### src/rtl/acondicionador_pkg.sv
// Shared types and helpers for the sensor/pushbutton input conditioner.
package acondicionador_pkg;

  typedef enum logic [1:0] {
    IDLE         = 2'd0,
    PRESS_WAIT   = 2'd1,
    PRESSED      = 2'd2,
    RELEASE_WAIT = 2'd3
  } btn_state_t;

  // Width of a counter that must reach cycles-1.
  function automatic int unsigned cnt_width(input int unsigned cycles);
    return $clog2(cycles);
  endfunction

endpackage

### src/rtl/sincronizador.sv
// Generic multi-flop synchroniser for asynchronous inputs; reset loads RESET_VAL.
module sincronizador #(
  parameter int unsigned WIDTH     = 1,
  parameter int unsigned STAGES    = 2,
  parameter logic [WIDTH-1:0] RESET_VAL = '0
) (
  input  logic             clk,
  input  logic             rst_n,
  input  logic [WIDTH-1:0] d,
  output logic [WIDTH-1:0] q
);

  logic [WIDTH-1:0] chain [STAGES];

  always_ff @(posedge clk or negedge rst_n) begin
    if (!rst_n) begin
      for (int i = 0; i < int'(STAGES); i++) chain[i] <= RESET_VAL;
    end else begin
      chain[0] <= d;
      for (int i = 1; i < int'(STAGES); i++) chain[i] <= chain[i-1];
    end
  end

  assign q = chain[STAGES-1];

endmodule

### src/rtl/acondicionador_entradas.sv
// Input conditioner: synchronises and debounces sensor switches and the accumulate
// button, emitting one enable pulse per press only while the sensor vector is one-hot.
module acondicionador_entradas
  import acondicionador_pkg::*;
#(
  parameter int unsigned DEBOUNCE_CYCLES = 500000,
  parameter int unsigned SYNC_STAGES     = 2,
  parameter bit          BTN_ACTIVE_LOW  = 1'b1
) (
  input  logic       clk,
  input  logic       reset,
  input  logic       btn_raw,
  input  logic [3:0] sensores_raw,
  output logic [3:0] sensores,
  output logic       sensores_valid,
  output logic       enable,
  output logic       btn_rejected,
  output logic       btn_level
);

  localparam int unsigned CW = cnt_width(DEBOUNCE_CYCLES);
  localparam logic [CW-1:0] CNT_MAX = CW'(DEBOUNCE_CYCLES - 1);

  logic       btn_sync;
  logic [3:0] sens_sync;
  logic       btn_pressed_c;

  sincronizador #(
    .WIDTH    (1),
    .STAGES   (SYNC_STAGES),
    .RESET_VAL(1'(BTN_ACTIVE_LOW))
  ) u_sync_btn (
    .clk  (clk),
    .rst_n(reset),
    .d    (btn_raw),
    .q    (btn_sync)
  );

  sincronizador #(
    .WIDTH    (4),
    .STAGES   (SYNC_STAGES),
    .RESET_VAL(4'b0000)
  ) u_sync_sens (
    .clk  (clk),
    .rst_n(reset),
    .d    (sensores_raw),
    .q    (sens_sync)
  );

  // Internal pressed level is always active-high.
  assign btn_pressed_c = btn_sync ^ BTN_ACTIVE_LOW;

  // Sensor debouncer: one saturating counter for the whole vector.
  logic [3:0]    sens_cand;
  logic [CW-1:0] sens_cnt;

  always_ff @(posedge clk or negedge reset) begin
    if (!reset) begin
      sens_cand      <= 4'b0000;
      sens_cnt       <= '0;
      sensores       <= 4'b0000;
      sensores_valid <= 1'b0;
    end else if (sens_sync != sens_cand) begin
      sens_cand <= sens_sync;
      sens_cnt  <= '0;
    end else if (sens_cnt == CNT_MAX) begin
      sensores       <= sens_cand;
      sensores_valid <= $onehot(sens_cand);
    end else begin
      sens_cnt <= sens_cnt + CW'(1);
    end
  end

  // Button FSM: state register.
  btn_state_t    state_q, state_nxt;
  logic [CW-1:0] bcnt_q, bcnt_nxt;
  logic          confirm_c;

  always_ff @(posedge clk or negedge reset) begin
    if (!reset) begin
      state_q <= IDLE;
      bcnt_q  <= '0;
    end else begin
      state_q <= state_nxt;
      bcnt_q  <= bcnt_nxt;
    end
  end

  // Button FSM: next state and debounce count.
  always_comb begin
    state_nxt = state_q;
    bcnt_nxt  = bcnt_q;
    confirm_c = 1'b0;
    unique case (state_q)
      IDLE: begin
        if (btn_pressed_c) begin
          state_nxt = PRESS_WAIT;
          bcnt_nxt  = '0;
        end
      end
      PRESS_WAIT: begin
        if (!btn_pressed_c) begin
          state_nxt = IDLE;
        end else if (bcnt_q == CNT_MAX) begin
          state_nxt = PRESSED;
          confirm_c = 1'b1;
        end else begin
          bcnt_nxt = bcnt_q + CW'(1);
        end
      end
      PRESSED: begin
        if (!btn_pressed_c) begin
          state_nxt = RELEASE_WAIT;
          bcnt_nxt  = '0;
        end
      end
      RELEASE_WAIT: begin
        if (btn_pressed_c) begin
          state_nxt = PRESSED;
        end else if (bcnt_q == CNT_MAX) begin
          state_nxt = IDLE;
        end else begin
          bcnt_nxt = bcnt_q + CW'(1);
        end
      end
      default: state_nxt = IDLE;
    endcase
  end

  // Button FSM: outputs. The gate sees the sensores_valid currently registered,
  // so a simultaneous sensor update cannot influence this press.
  logic enable_nxt, rejected_nxt, level_nxt;

  always_comb begin
    enable_nxt   = 1'b0;
    rejected_nxt = 1'b0;
    level_nxt    = 1'b0;
    if (confirm_c) begin
      enable_nxt   = sensores_valid;
      rejected_nxt = !sensores_valid;
    end
    level_nxt = (state_nxt == PRESSED) || (state_nxt == RELEASE_WAIT);
  end

  always_ff @(posedge clk or negedge reset) begin
    if (!reset) begin
      enable       <= 1'b0;
      btn_rejected <= 1'b0;
      btn_level    <= 1'b0;
    end else begin
      enable       <= enable_nxt;
      btn_rejected <= rejected_nxt;
      btn_level    <= level_nxt;
    end
  end

endmodule

### config.mk
export PLATFORM = sky130hd
export DESIGN_NAME = acondicionador_entradas
export DESIGN_NICKNAME = d
export VERILOG_FILES = /design/src/rtl/acondicionador_pkg.sv /design/src/rtl/sincronizador.sv /design/src/rtl/acondicionador_entradas.sv
export SDC_FILE = /design/constraint.sdc
export NUM_CORES = 1
export LEC_CHECK = 0
export ABC_AREA = 1
export BUFFER_PORTS_ARGS = -buffer_cell sky130_fd_sc_hd__buf_2
export CAP_MARGIN = 10
export CORE_MARGIN = 4
export CORE_UTILIZATION = 45
export DETAILED_ROUTE_END_ITERATION = 7
export PLACE_DENSITY = 0.64
export SKIP_CTS_REPAIR_TIMING = 1
export SLEW_MARGIN = 40
export SYNTH_ARGS = -nofsm -noshare
export SYNTH_HDL_FRONTEND = slang
export SYNTH_SLANG_ARGS = --single-unit
### constraint.sdc
create_clock -name clk -period 4.5 [get_ports clk]
set_clock_uncertainty 0.1 [all_clocks]
set_input_delay 0.45 -clock clk [delete_from_list [all_inputs] [get_ports clk]]
set_output_delay 0.45 -clock clk [all_outputs]
set_load 0.02 [all_outputs]
-- Word level (Yosys, flattened, before mapping)
Cells that the tools add are included.
W data, S select, Z words.
- register bits after elaboration: 62
- input port bits: 7
- output and inout bits: 8
- word-level logic and storage cells: 58
- add/sub/neg operators: 5
- equality and inequality tests: 14
- multiplexer cells: 20
- bitwise operators: 1
- reductions and logical operators: 5
- operator list (kind ; count):
    $mux W19 ; 7
    $pmux W19 S4 ; 1
    $add A19 B1 Y19 const B ; 2
    $eq A19 B19 Y1 const B ; 2
    $mux W2 ; 6
    $eq A2 B2 Y1 const B ; 4
    $pmux W2 S4 ; 1
    $ne A2 B2 Y1 const B ; 3
    $mux W1 ; 5
    $add A1 B1 Y2 ; 2
    $ne A2 B1 Y1 const B ; 2
    $ne A4 B4 Y1 ; 1
    $reduce_and A4 Y1 ; 1
    $add A2 B2 Y3 ; 1
    $eq A3 B1 Y1 const B ; 1
    $eq A2 B1 Y1 const B ; 1
    $logic_not A2 Y1 ; 1
    $reduce_and A2 Y1 ; 1
    $logic_not A1 Y1 ; 1
    $logic_or A1 B1 Y1 ; 1
    $not A1 Y1 ; 1

-- Logic depth before layout (Yosys ltp)
Gate-level depths: netlist (run 1).
- depth in word-level cells: 6
- gate-level depth with buffers: 10
- gate-level depth less buffers: 9

-- Hierarchy
From an unflattened synthesis (run 1), not the netlist that was laid out.
- cells, all modules: 416
- area total of the unflattened synthesis: 3344.5 µm²
- by module, submodules not included (module ; times used ; cells each ; area each (µm²) ; sequential area each (µm²)):
    acondicionador_entradas ; 1 ; 402 ; 3061.7 ; 1301.2
    sincronizador (u_sync_sens) ; 1 ; 12 ; 230.2 ; 200.2
    sincronizador (u_sync_btn) ; 1 ; 2 ; 52.6 ; 52.6

-- Least setup slack after synthesis (run 1)
OpenSTA, ideal clock, no wires.
- path kind: reg-to-reg
- start: register sens_cand[0]
- end: register sensores_valid
- setup time: 83 ps
- arrival: 1638 ps
- data required time: 4317 ps
- path slack: 2679 ps
- cell stages (with the launch flop): 9
- buffers on the path: 0
- clock period less this slack: 1821 ps
- cells stage by stage: dfrtp_1 > inv_1 > fa_1 > inv_1 > ha_1 > ha_1 > nor2_1 > nand2_1 > o21ai_0
- cells in the longest elaborated chain, start to end: 3
- elaborated cells on any way between the ends: 6
- those cells by class: add/sub: 2; eq/ne: 2; bitwise: 1; reduce/logical: 1
- ends and longest elaborated chain (what ; line ; RTL):
    from (decl) ; acondicionador_entradas.sv:54 ; logic [3:0] sens_cand;
    from (signal assigned) ; acondicionador_entradas.sv:64 ; sens_cand <= sens_sync;
    $add A1 B1 Y2 (implied by the code) or $ne A4 B4 Y1 (tied branches) ; acondicionador_entradas.sv:68, acondicionador_entradas.sv:63 ;
    $add A2 B2 Y3 (implied by the code) or $not A1 Y1 (tied branches) ; - ;
    $eq A3 B1 Y1 or $reduce_and A2 Y1 (tied branches) ; - ;
    to (signal assigned) ; acondicionador_entradas.sv:68 ; sensores_valid <= $onehot(sens_cand);
    to (decl) ; acondicionador_entradas.sv:15 ; output logic sensores_valid,
Several ways; a longest one is shown, not always the timed one.
A chain may end at the register's enable or synchronous reset.

-- Final worst setup path (run 1)
Same ends and word-level chain as after synthesis.

==> results.sh, run 1 <==
export IMPL_comb_power_share_pct=3.9
export IMPL_pwr_share_clk_pct=47.3
export IMPL_grt_pass1_wl_um=11000
export IMPL_timing_final_crit_period_ns=1.97
export IMPL_antennaDiodeCount=0
export IMPL_worstMarginPinSlew_ns=0.557
export IMPL_p_int_uw=901
export IMPL_synth_area_leader_cell="dfrtp_1"
export IMPL_synth_most_common_cell="nand2_1"
export IMPL_rows=30
export IMPL_clkSinkCount=62
export IMPL_syn_area_um2=3260
export IMPL_ys_top_cells_by_count="105 x nand2_1, 60 x dfrtp_1, 60 x nor2_1, 44 x inv_1, 32 x nand3_1"
export IMPL_die_area_um2=8680
export IMPL_core_area_um2=6910
export IMPL_r2r_cells=8
export IMPL_multi_input_area_um2=1460
export IMPL_synth_area_per_cell_um2=7.90
export IMPL_timing_rr_start="sens_cand[0]$_DFFE_PN0N_"
export IMPL_status="completed"
export IMPL_cts_tree="yes"
export IMPL_die_w_um=93.1
export IMPL_place_inst=515
export IMPL_syn_nets=425
export IMPL_tns_ns=0
export IMPL_crit_arrival_ns=2.12
export IMPL_vias=2631
export IMPL_cts_buffers=9
export IMPL_ios=15
export IMPL_regArea_um2=1550
export IMPL_max_freq_mhz=508
export IMPL_hold_path_class="input pin to async pin"
export IMPL_crit_path_end_kind="register"
export IMPL_globalplace_congestion=0.862
export IMPL_nFillCells=700
export IMPL_synth_ff_latch_count=62
export IMPL_netSwitchingFraction_pct=23.9
export IMPL_netlist_instances=413
export IMPL_gr_total_overflow=0
export IMPL_grt_antenna_before_repair=0
export IMPL_stdcell_count=531
export IMPL_dp_hpwl_um=4530
export IMPL_yosysWarningCount=0
export IMPL_initial_core_util_pct=47.2
export IMPL_io_buffer_count=14
export IMPL_wl_per_cell_um=11.9
export IMPL_synth_top_area_share_pct=46.0
export IMPL_ys_flop_type="dfrtp_1"
export IMPL_synthArstFlopShare_pct=100
export IMPL_fin_crit_sh_pct=43.7
export IMPL_clock_latency_ns=0.34
export IMPL_hold_viol=0
export IMPL_cts_buffer_depth=2
export IMPL_gr_max_usage_layer="met2"
export IMPL_r2r_end="sensores_valid$_DFFE_PN0P_"
export IMPL_grt_pass1_vias=2394
export IMPL_area_growth_synth_to_final_pct=11.1
export IMPL_drt_pre_antenna_iters=5
export IMPL_vdd_drop_max_mv=0.190
export IMPL_grt_util_met1_pct=20.7
export IMPL_power_density_nw_per_um2=327
export IMPL_rsz0062_at_grt="no"
export IMPL_drc=0
export IMPL_crit_start="sens_cand[0]$_DFFE_PN0N_"
export IMPL_worstSetupPathType="register to register"
export IMPL_ant_nets=0
export IMPL_grtUsageMet2_pct=26.8
export IMPL_cp_slowest_cell="fa_1"
export IMPL_synth_edff_count=0
export IMPL_relSlewSlack_pct=62.9
export IMPL_yosysSeqAreaShare_pct=47.6
export IMPL_drt_iter0_markers=129
export IMPL_grt_start_max_net_pins=63
export IMPL_clockRootBuffer="clkbuf_8"
export IMPL_clk_transition_reported_paths_ns=0.08
export IMPL_r2r_setup_slack_ns=2.53
export IMPL_cp_max_fo=3
export IMPL_leakage_nw=1.57
export IMPL_synth_cell_type_count=33
export IMPL_endpoint="sensores_valid$_DFFE_PN0P_"
export IMPL_max_stage_delay_ns=0.56
export IMPL_slew_violations=0
export IMPL_p_switching_uw=284
export IMPL_drive_gt1_share_pct=12.2
export IMPL_grt_total_usage_pct=16.1
export IMPL_wirelength_um=6300
export IMPL_nets=442
export IMPL_cp_required_ns=4.66
export IMPL_met3_usage_pct=4.34
export IMPL_seq_power_share_pct=48.7
export IMPL_startpoint_type="register"
export IMPL_viasPerCell=4.95
export IMPL_h_tree_depth=3
export IMPL_maxCapViolCount=0
export IMPL_die_h_um=93.1
export IMPL_synth_area_leaders="dfrtp_1 46%, nand2_1 12%, nor2_1 6.9%"
export IMPL_setup_viol=0
export IMPL_path_cells="inv_1 -> fa_1 -> inv_1 -> ha_1 -> ha_1 -> nor2_1 -> nand2_1 -> o21ai_0"
## power groups by stage
| stage | Combinational, mW | Clock (mW) | Sequential (mW) |
|---|---|---|---|
| 5_1_grt | 0.0550 | 0.604 | 0.579 |
| 6_report | 0.0467 | 0.561 | 0.577 |
| 3_3_place_gp | 0.0454 | 0 | 0.588 |
| 2_1_floorplan | 0.0327 | 0 | 0.585 |
| 3_5_place_dp | 0.0470 | 0 | 0.588 |
| 4_1_cts | 0.0481 | 0.575 | 0.577 |
## per-stage QoR
| stage | power [mW] | worst slack, ns | util [%] | instance area, um2 | hold slack, ns |
|---|---|---|---|---|---|
| floorplan | 0.618 | 2.68 | - | 3260 | 0.0544 |
| global placement | 0.633 | 2.62 | 49.1 | 3390 | 0.231 |
| detailed placement | 0.635 | 2.56 | 49.1 | 3390 | 0.237 |
| CTS | 1.20 | 2.50 | 52.4 | 3620 | 0.0854 |
| global route | 1.24 | 2.39 | 52.5 | 3620 | 0.0807 |
| finish | 1.18 | 2.53 | 52.5 | 3620 | 0.0693 |
## routing by layer
metal | part of all wire [%] | vias to the layer above
met2 | 49 | 37
met1 | 47 | 1235
met4 | 0.68 | 0
met5 | 0 | -
met3 | 3.8 | 5
li1 | - | 1354
## state kept, by name, summed over array words and instances, names as in the netlist
register / count
bcnt_q: 19
btn_rejected: 1
u_sync_sens.chain: 4
u_sync_btn.chain: 1
sensores_valid: 1
sens_cand: 4
state_q: 2
sensores: 4
enable: 1
u_sync_sens.q: 4
sens_cnt: 19
u_sync_btn.q: 1
btn_level: 1
## cell usage in the layout, fill, tap and decap left out, types with 2 or more instances in the layout
cell type,Yosys,final
nand2_1,105,105
nand4_1,12,12
o21bai_1,2,2
nor2_1,60,60
nor3_2,2,2
buf_2,1,14
ha_1,4,4
a21oi_1,10,10
clkbuf_8,0,9
o21ai_1,5,5
xnor2_1,3,3
nand3_1,32,32
nand2_2,2,2
inv_1,44,44
nand3b_1,2,2
nor3_1,11,11
dfstp_2,2,2
o21ai_0,16,16
and2_1,2,2
inv_6,1,5
nor2_4,3,3
o21ai_2,7,7
xor2_1,11,11
dfrtp_1,60,60
bufinv_16,0,2
inv_2,3,3
## critical path, delay by kind of cell, from the launching register on
| family | cells | cell delay [ns] |
|---|---|---|
| adder cells (fa/ha/maj) | 3 | 1.01 |
| buffers and inverters | 2 | 0.13 |
| AO/OA/AOI/OAI | 1 | 0.14 |
| AND/OR/NAND/NOR | 2 | 0.15 |
| flip-flops | 1 | 0.37 |
## worst min-delay path by stage
stage,end,cells after the start
global route,u_sync_btn.chain[1]$_DFF_PN1_,1
finish,sens_cnt[17]$_DFFE_PN0N_,2
floorplan,bcnt_q[0]$_DFFE_PN0P_,0
CTS,u_sync_btn.chain[1]$_DFF_PN1_,1
global placement,u_sync_sens.q[1]$_DFF_PN0_,0
detailed placement,u_sync_sens.q[2]$_DFF_PN0_,0
## cell type report
| class | count | share of cell area, % |
|---|---|---|
| clock inverters | 7 | 2.83 |
| well taps | 96 | 3.31 |
| inverters | 48 | 5.11 |
| clock buffers | 9 | 3.42 |
| repair buffers | 15 | 2.24 |
| multi-input cells | 294 | 40.2 |
| flip-flops and latches | 62 | 42.9 |
## cell families after synthesis
logic type	Yosys count	share of synthesized area, %
and+or+nand+nor	234	31.5
AOI/OAI and AO/OA	41	7.29
buffers and inverters	57	7.71
DFF	62	47.6
adders and majority gates	5	2.15
xor gates and xnor gates	14	3.76
Note: power is estimated with default switching activity, not from simulation.
==> run 2: changes to the inputs <==
--- a/config.mk
+++ b/config.mk
@@ -11,7 +11,7 @@
 export CORE_MARGIN = 4
 export CORE_UTILIZATION = 45
 export DETAILED_ROUTE_END_ITERATION = 7
-export PLACE_DENSITY = 0.64
+export PLACE_DENSITY = 0.67
 export SKIP_CTS_REPAIR_TIMING = 1
 export SLEW_MARGIN = 40
 export SYNTH_ARGS = -nofsm -noshare
==> constraint.sdc (replaced) <==
create_clock -name clk -period 1.75 [get_ports clk]
set_clock_uncertainty 0.1 [all_clocks]
set_input_delay 0.175 -clock clk [delete_from_list [all_inputs] [get_ports clk]]
set_output_delay 0.175 -clock clk [all_outputs]
set_load 0.02 [all_outputs]
==> results.sh, run 2 (synthesis results as in run 1) <==
export IMPL_status="complete, but fails checks"
export IMPL_violations="negative setup slack"
export IMPL_slew_violations=0
export IMPL_cp_required_ns=1.93
export IMPL_clkSinkCount=62
export IMPL_r2r_setup_slack_ns=-0.12
export IMPL_clock_latency_ns=0.35
export IMPL_hold_path_class="input pin to async pin"
export IMPL_final_cell_mix="103 x nand2_1, 60 x dfrtp_1, 57 x nor2_1"
export IMPL_rows=30
export IMPL_top_regs="bcnt_q x19, sens_cnt x19"
export IMPL_relSlewSlack_pct=74.4
export IMPL_worstSetupPathType="register to register"
export IMPL_io_buffer_count=14
export IMPL_fin_crit_sh_pct=107
export IMPL_wirelength_um=7240
export IMPL_total_power_mw=3.01
export IMPL_h_tree_depth=3
export IMPL_cts_tree="yes"
export IMPL_gr_total_overflow=0
export IMPL_netSwitchingFraction_pct=25.9
export IMPL_rsz0062_at_grt="yes"
export IMPL_crit_arrival_ns=2.05
export IMPL_die_w_um=93.1
export IMPL_ant_nets=0
export IMPL_comb_power_share_pct=7.3
export IMPL_drt_iter0_markers=156
export IMPL_stdcell_count=565
export IMPL_dp_hpwl_um=4940
export IMPL_power_density_nw_per_um2=752
export IMPL_drc=0
export IMPL_vias=2820
export IMPL_area_growth_synth_to_final_pct=22.7
export IMPL_pwr_share_clk_pct=43.6
export IMPL_max_freq_mhz=536
export IMPL_grt_total_usage_pct=16.7
export IMPL_timing_rr_start="sens_cand[3]$_DFFE_PN0N_"
export IMPL_grt_pass1_wl_um=11500
export IMPL_wl_per_cell_um=12.8
export IMPL_cts_buffers=9
export IMPL_worstMarginPinSlew_ns=0.384
export IMPL_cts_buffer_depth=2
export IMPL_leakage_nw=1.75
export IMPL_antennaDiodeCount=0
export IMPL_grt_pass1_vias=2551
export IMPL_initial_core_util_pct=47.2
export IMPL_nFillCells=633
export IMPL_place_inst=535
export IMPL_p_switching_uw=779
export IMPL_drt_pre_antenna_iters=5
export IMPL_drive_gt1_share_pct=20.7
export IMPL_nets=476
export IMPL_p_int_mw=2.23
export IMPL_r2r_end="sensores_valid$_DFFE_PN0P_"
export IMPL_grt_antenna_before_repair=0
export IMPL_maxCapViolCount=0
export IMPL_crit_path_end_kind="register"
export IMPL_globalplace_congestion=0.913
export IMPL_vdd_drop_max_mv=0.511
export IMPL_core_area_um2=6910
export IMPL_startpoint_type="register"
export IMPL_die_area_um2=8680
export IMPL_fin_ws_ns=-0.116
export IMPL_clk_transition_reported_paths_ns=0.08
export IMPL_mostFrequentLayoutCell="nand2_1"
export IMPL_grt_start_max_net_pins=49
export IMPL_clockRootBuffer="clkbuf_8"
export IMPL_viasPerCell=4.99
export IMPL_cp_max_fo=2
export IMPL_setup_viol=1
export IMPL_ios=15
export IMPL_hold_viol=0
export IMPL_seq_power_share_pct=49.1
export IMPL_r2r_cells=8
export IMPL_place_ws_ns=-0.138
export IMPL_die_h_um=93.1
export IMPL_timing_final_crit_period_ns=1.87
## run 2: worst max path at each step
stage | from | to | cells past startpoint
2_1_floorplan | sens_cand[0]$_DFFE_PN0N_ | sensores_valid$_DFFE_PN0P_ | 8
3_3_place_gp | sens_cand[0]$_DFFE_PN0N_ | sensores_valid$_DFFE_PN0P_ | 8
3_5_place_dp | sens_cand[0]$_DFFE_PN0N_ | sensores_valid$_DFFE_PN0P_ | 8
4_1_cts | sens_cand[0]$_DFFE_PN0N_ | sensores_valid$_DFFE_PN0P_ | 8
5_1_grt | sens_cand[3]$_DFFE_PN0N_ | sensores_valid$_DFFE_PN0P_ | 8
6_report | sens_cand[3]$_DFFE_PN0N_ | sensores_valid$_DFFE_PN0P_ | 8
## run 2: critical path: stages, from the launching register on
cell and delay (ns):
dfrtp_1 0.37, inv_2 0.06, fa_1 0.54, inv_2 0.05, ha_4 0.15, ha_4 0.24
nor2_4 0.11, nand2_2 0.06, o21ai_2 0.12
## run 2: final cells by class
type | instances | area (um2) | area share [%]
clock buffers | 9 | 124 | 3.09
clock inverters | 7 | 80.1 | 2.00
inverters | 48 | 195 | 4.88
multi-input cells | 294 | 1530 | 38.1
flip-flops and latches | 62 | 1550 | 38.8
well taps | 96 | 120 | 3.00
repair buffers | 48 | 395 | 9.88
repair inverters | 1 | 8.76 | 0.219
## run 2: power groups by stage
stage / Combinational, mW / Clock (mW) / Sequential (mW)
floorplan: 0.0842 / 0 / 1.50
global placement: 0.153 / 0 / 1.50
detailed placement: 0.158 / 0 / 1.51
CTS: 0.159 / 1.34 / 1.48
global route: 0.246 / 1.40 / 1.48
finish: 0.221 / 1.31 / 1.48
## run 2: layer usage
layer  track usage, %  up-vias  share of wire [%]  wire length, um
met3             4.42       18                3.4              245
met5                0        -                  0                0
met4             6.35        0                2.5              183
li1                 -     1423                  -                -
met1             21.3     1329                 45             3270
met2             27.3       50                 49             3540
## run 2: per-stage QoR
stage | utilization, % | area, um2 | hold WS, ns | TNS [ns]
floorplan | - | 3260 | -0.221 | -0.0146
global placement | 51.7 | 3570 | 0.0217 | -0.0351
detailed placement | 51.7 | 3570 | 0.0213 | -0.138
CTS | 54.6 | 3770 | -0.362 | -0.137
finish | 58.0 | 4000 | 0.168 | -0.116
global route | 58.0 | 4000 | 0.201 | -0.231
==> run 3: changes to the inputs <==
--- a/config.mk
+++ b/config.mk
@@ -8,10 +8,12 @@
 export ABC_AREA = 1
 export BUFFER_PORTS_ARGS = -buffer_cell sky130_fd_sc_hd__buf_2
 export CAP_MARGIN = 10
+export CELL_PAD_IN_SITES_DETAIL_PLACEMENT = 0
+export CELL_PAD_IN_SITES_GLOBAL_PLACEMENT = 2
 export CORE_MARGIN = 4
-export CORE_UTILIZATION = 45
+export CORE_UTILIZATION = 33
 export DETAILED_ROUTE_END_ITERATION = 7
-export PLACE_DENSITY = 0.67
+export PLACE_DENSITY = 0.78
 export SKIP_CTS_REPAIR_TIMING = 1
 export SLEW_MARGIN = 40
 export SYNTH_ARGS = -nofsm -noshare
==> results.sh, run 3 (synthesis results as in run 1) <==
export IMPL_max_stage_delay_ns=0.54
export IMPL_leakage_nw=1.69
export IMPL_cp_required_ns=1.91
export IMPL_timing_final_crit_period_ns=1.82
export IMPL_top_regs="bcnt_q x19, sens_cnt x19"
export IMPL_p_switching_uw=789
export IMPL_crit_start="sens_cand[0]$_DFFE_PN0N_"
export IMPL_cts_buffer_depth=2
export IMPL_grt_pass1_vias=2769
export IMPL_grt_start_max_net_pins=50
export IMPL_regArea_um2=1550
export IMPL_viasPerCell=4.48
export IMPL_tns_ns=-0.0722
export IMPL_io_buffer_count=14
export IMPL_worstSetupPathType="register to register"
export IMPL_die_h_um=107
export IMPL_startpoint_type="register"
export IMPL_rows=36
export IMPL_final_util_pct=40.5
export IMPL_seq_power_share_pct=51.7
export IMPL_antennaDiodeCount=0
export IMPL_nets=471
export IMPL_grt_pass1_wl_um=13000
export IMPL_nFillCells=992
export IMPL_die_area_um2=11500
export IMPL_wirelength_um=7420
export IMPL_cts_buffers=9
export IMPL_netSwitchingFraction_pct=27.6
export IMPL_mostFrequentLayoutCell="nand2_1"
export IMPL_area_growth_synth_to_final_pct=20.1
export IMPL_comb_power_share_pct=6.4
export IMPL_hold_viol=0
export IMPL_vias=2675
export IMPL_final_cell_mix="105 x nand2_1, 60 x dfrtp_1, 57 x nor2_1"
export IMPL_gr_total_overflow=0
export IMPL_r2r_cells=8
export IMPL_vdd_drop_max_mv=0.389
export IMPL_ios=15
export IMPL_path_cells="inv_2 -> fa_1 -> inv_2 -> ha_4 -> ha_4 -> nor2_2 -> nand2_1 -> o21ai_1"
export IMPL_violations="negative setup slack"
export IMPL_ant_nets=0
export IMPL_status="complete, but fails checks"
export IMPL_drt_pre_antenna_iters=5
export IMPL_grt_antenna_before_repair=0
export IMPL_r2r_setup_slack_ns=-0.07
export IMPL_cts_tree="yes"
export IMPL_die_w_um=107
export IMPL_drc=0
export IMPL_design_area_um2=3920
export IMPL_fin_crit_sh_pct=104
export IMPL_crit_path_end_kind="register"
export IMPL_hold_path_class="input pin to async pin"
export IMPL_worstMarginPinSlew_ns=0.384
export IMPL_power_density_nw_per_um2=728
export IMPL_r2r_end="sensores_valid$_DFFE_PN0P_"
export IMPL_clkSinkCount=62
export IMPL_fin_ws_ns=-0.0722
export IMPL_cp_top_family="adder cells"
export IMPL_setup_viol=1
export IMPL_crit_buf_inv=2
export IMPL_p_int_mw=2.06
export IMPL_pwr_share_clk_pct=41.9
export IMPL_maxCapViolCount=0
export IMPL_wl_per_cell_um=12.4
export IMPL_multi_input_area_um2=1500
export IMPL_h_tree_depth=3
export IMPL_initial_core_util_pct=33.7
export IMPL_place_ws_ns=-0.0800
export IMPL_relSlewSlack_pct=74.4
export IMPL_clock_latency_ns=0.35
export IMPL_dp_hpwl_um=5310
export IMPL_place_area_um2=3620
export IMPL_drive_gt1_share_pct=18.5
export IMPL_cp_slowest_cell="fa_1"
export IMPL_drt_iter0_markers=96
export IMPL_clk_transition_reported_paths_ns=0.08
export IMPL_globalplace_congestion=0.811
export IMPL_rsz0062_at_grt="yes"
export IMPL_core_area_um2=9680
export IMPL_grt_total_usage_pct=14.2
export IMPL_crit_arrival_ns=1.99
export IMPL_max_freq_mhz=549
export IMPL_clockRootBuffer="clkbuf_8"
export IMPL_slew_violations=0
export IMPL_cp_max_fo=2
export IMPL_timing_rr_start="sens_cand[0]$_DFFE_PN0N_"
-- run 3: changes by cell type in the layout (fill, tap and decap cells not counted), sizes merged --
cell	previous run	this run
buf	41	38
bufinv	1	0
clkbuf	10	9
-- run 3: area by class of cell --
| type | count | share of cell area, % |
|---|---|---|
| well taps | 133 | 4.25 |
| clock buffers | 9 | 3.16 |
| clock inverters | 7 | 1.47 |
| inverters | 48 | 4.85 |
| multi-input cells | 294 | 38.4 |
| flip-flops and latches | 62 | 39.7 |
| repair buffers | 44 | 8.24 |
-- run 3: power groups by stage --
| stage | Sequential (mW) | Combinational [mW] | Clock (mW) |
|---|---|---|---|
| floorplan | 1.50 | 0.0842 | 0 |
| global placement | 1.50 | 0.159 | 0 |
| detailed placement | 1.50 | 0.160 | 0 |
| CTS | 1.48 | 0.160 | 1.24 |
| global route | 1.48 | 0.208 | 1.30 |
| finish | 1.48 | 0.181 | 1.20 |
-- run 3: worst max-delay path by stage --
stage | end | cells after the start | slack [ns]
detailed placement | sensores_valid$_DFFE_PN0P_ | 8 | -0.08
global route | sensores_valid$_DFFE_PN0P_ | 8 | -0.16
finish | sensores_valid$_DFFE_PN0P_ | 8 | -0.07
CTS | sensores_valid$_DFFE_PN0P_ | 8 | -0.12
floorplan | sensores_valid$_DFFE_PN0P_ | 8 | -0.01
global placement | sensores_valid$_DFFE_PN0P_ | 8 | -0.05
-- run 3: layer usage --
metal	vias to the layer above	track usage [%]	routed length (um)
li1	1414	-	-
met1	1236	19.3	3660
met2	19	22.8	3460
met3	6	3.42	211
met4	0	3.79	79
met5	-	0	0
-- run 3: through the flow --
step                hold slack (ns)  instances  total power, mW
detailed placement           0.0194        574             1.66
CTS                          -0.358        590             2.87
floorplan                    -0.221        413             1.59
global route                  0.227        597             2.99
global placement             0.0177        574             1.66
finish                        0.192        597             2.85
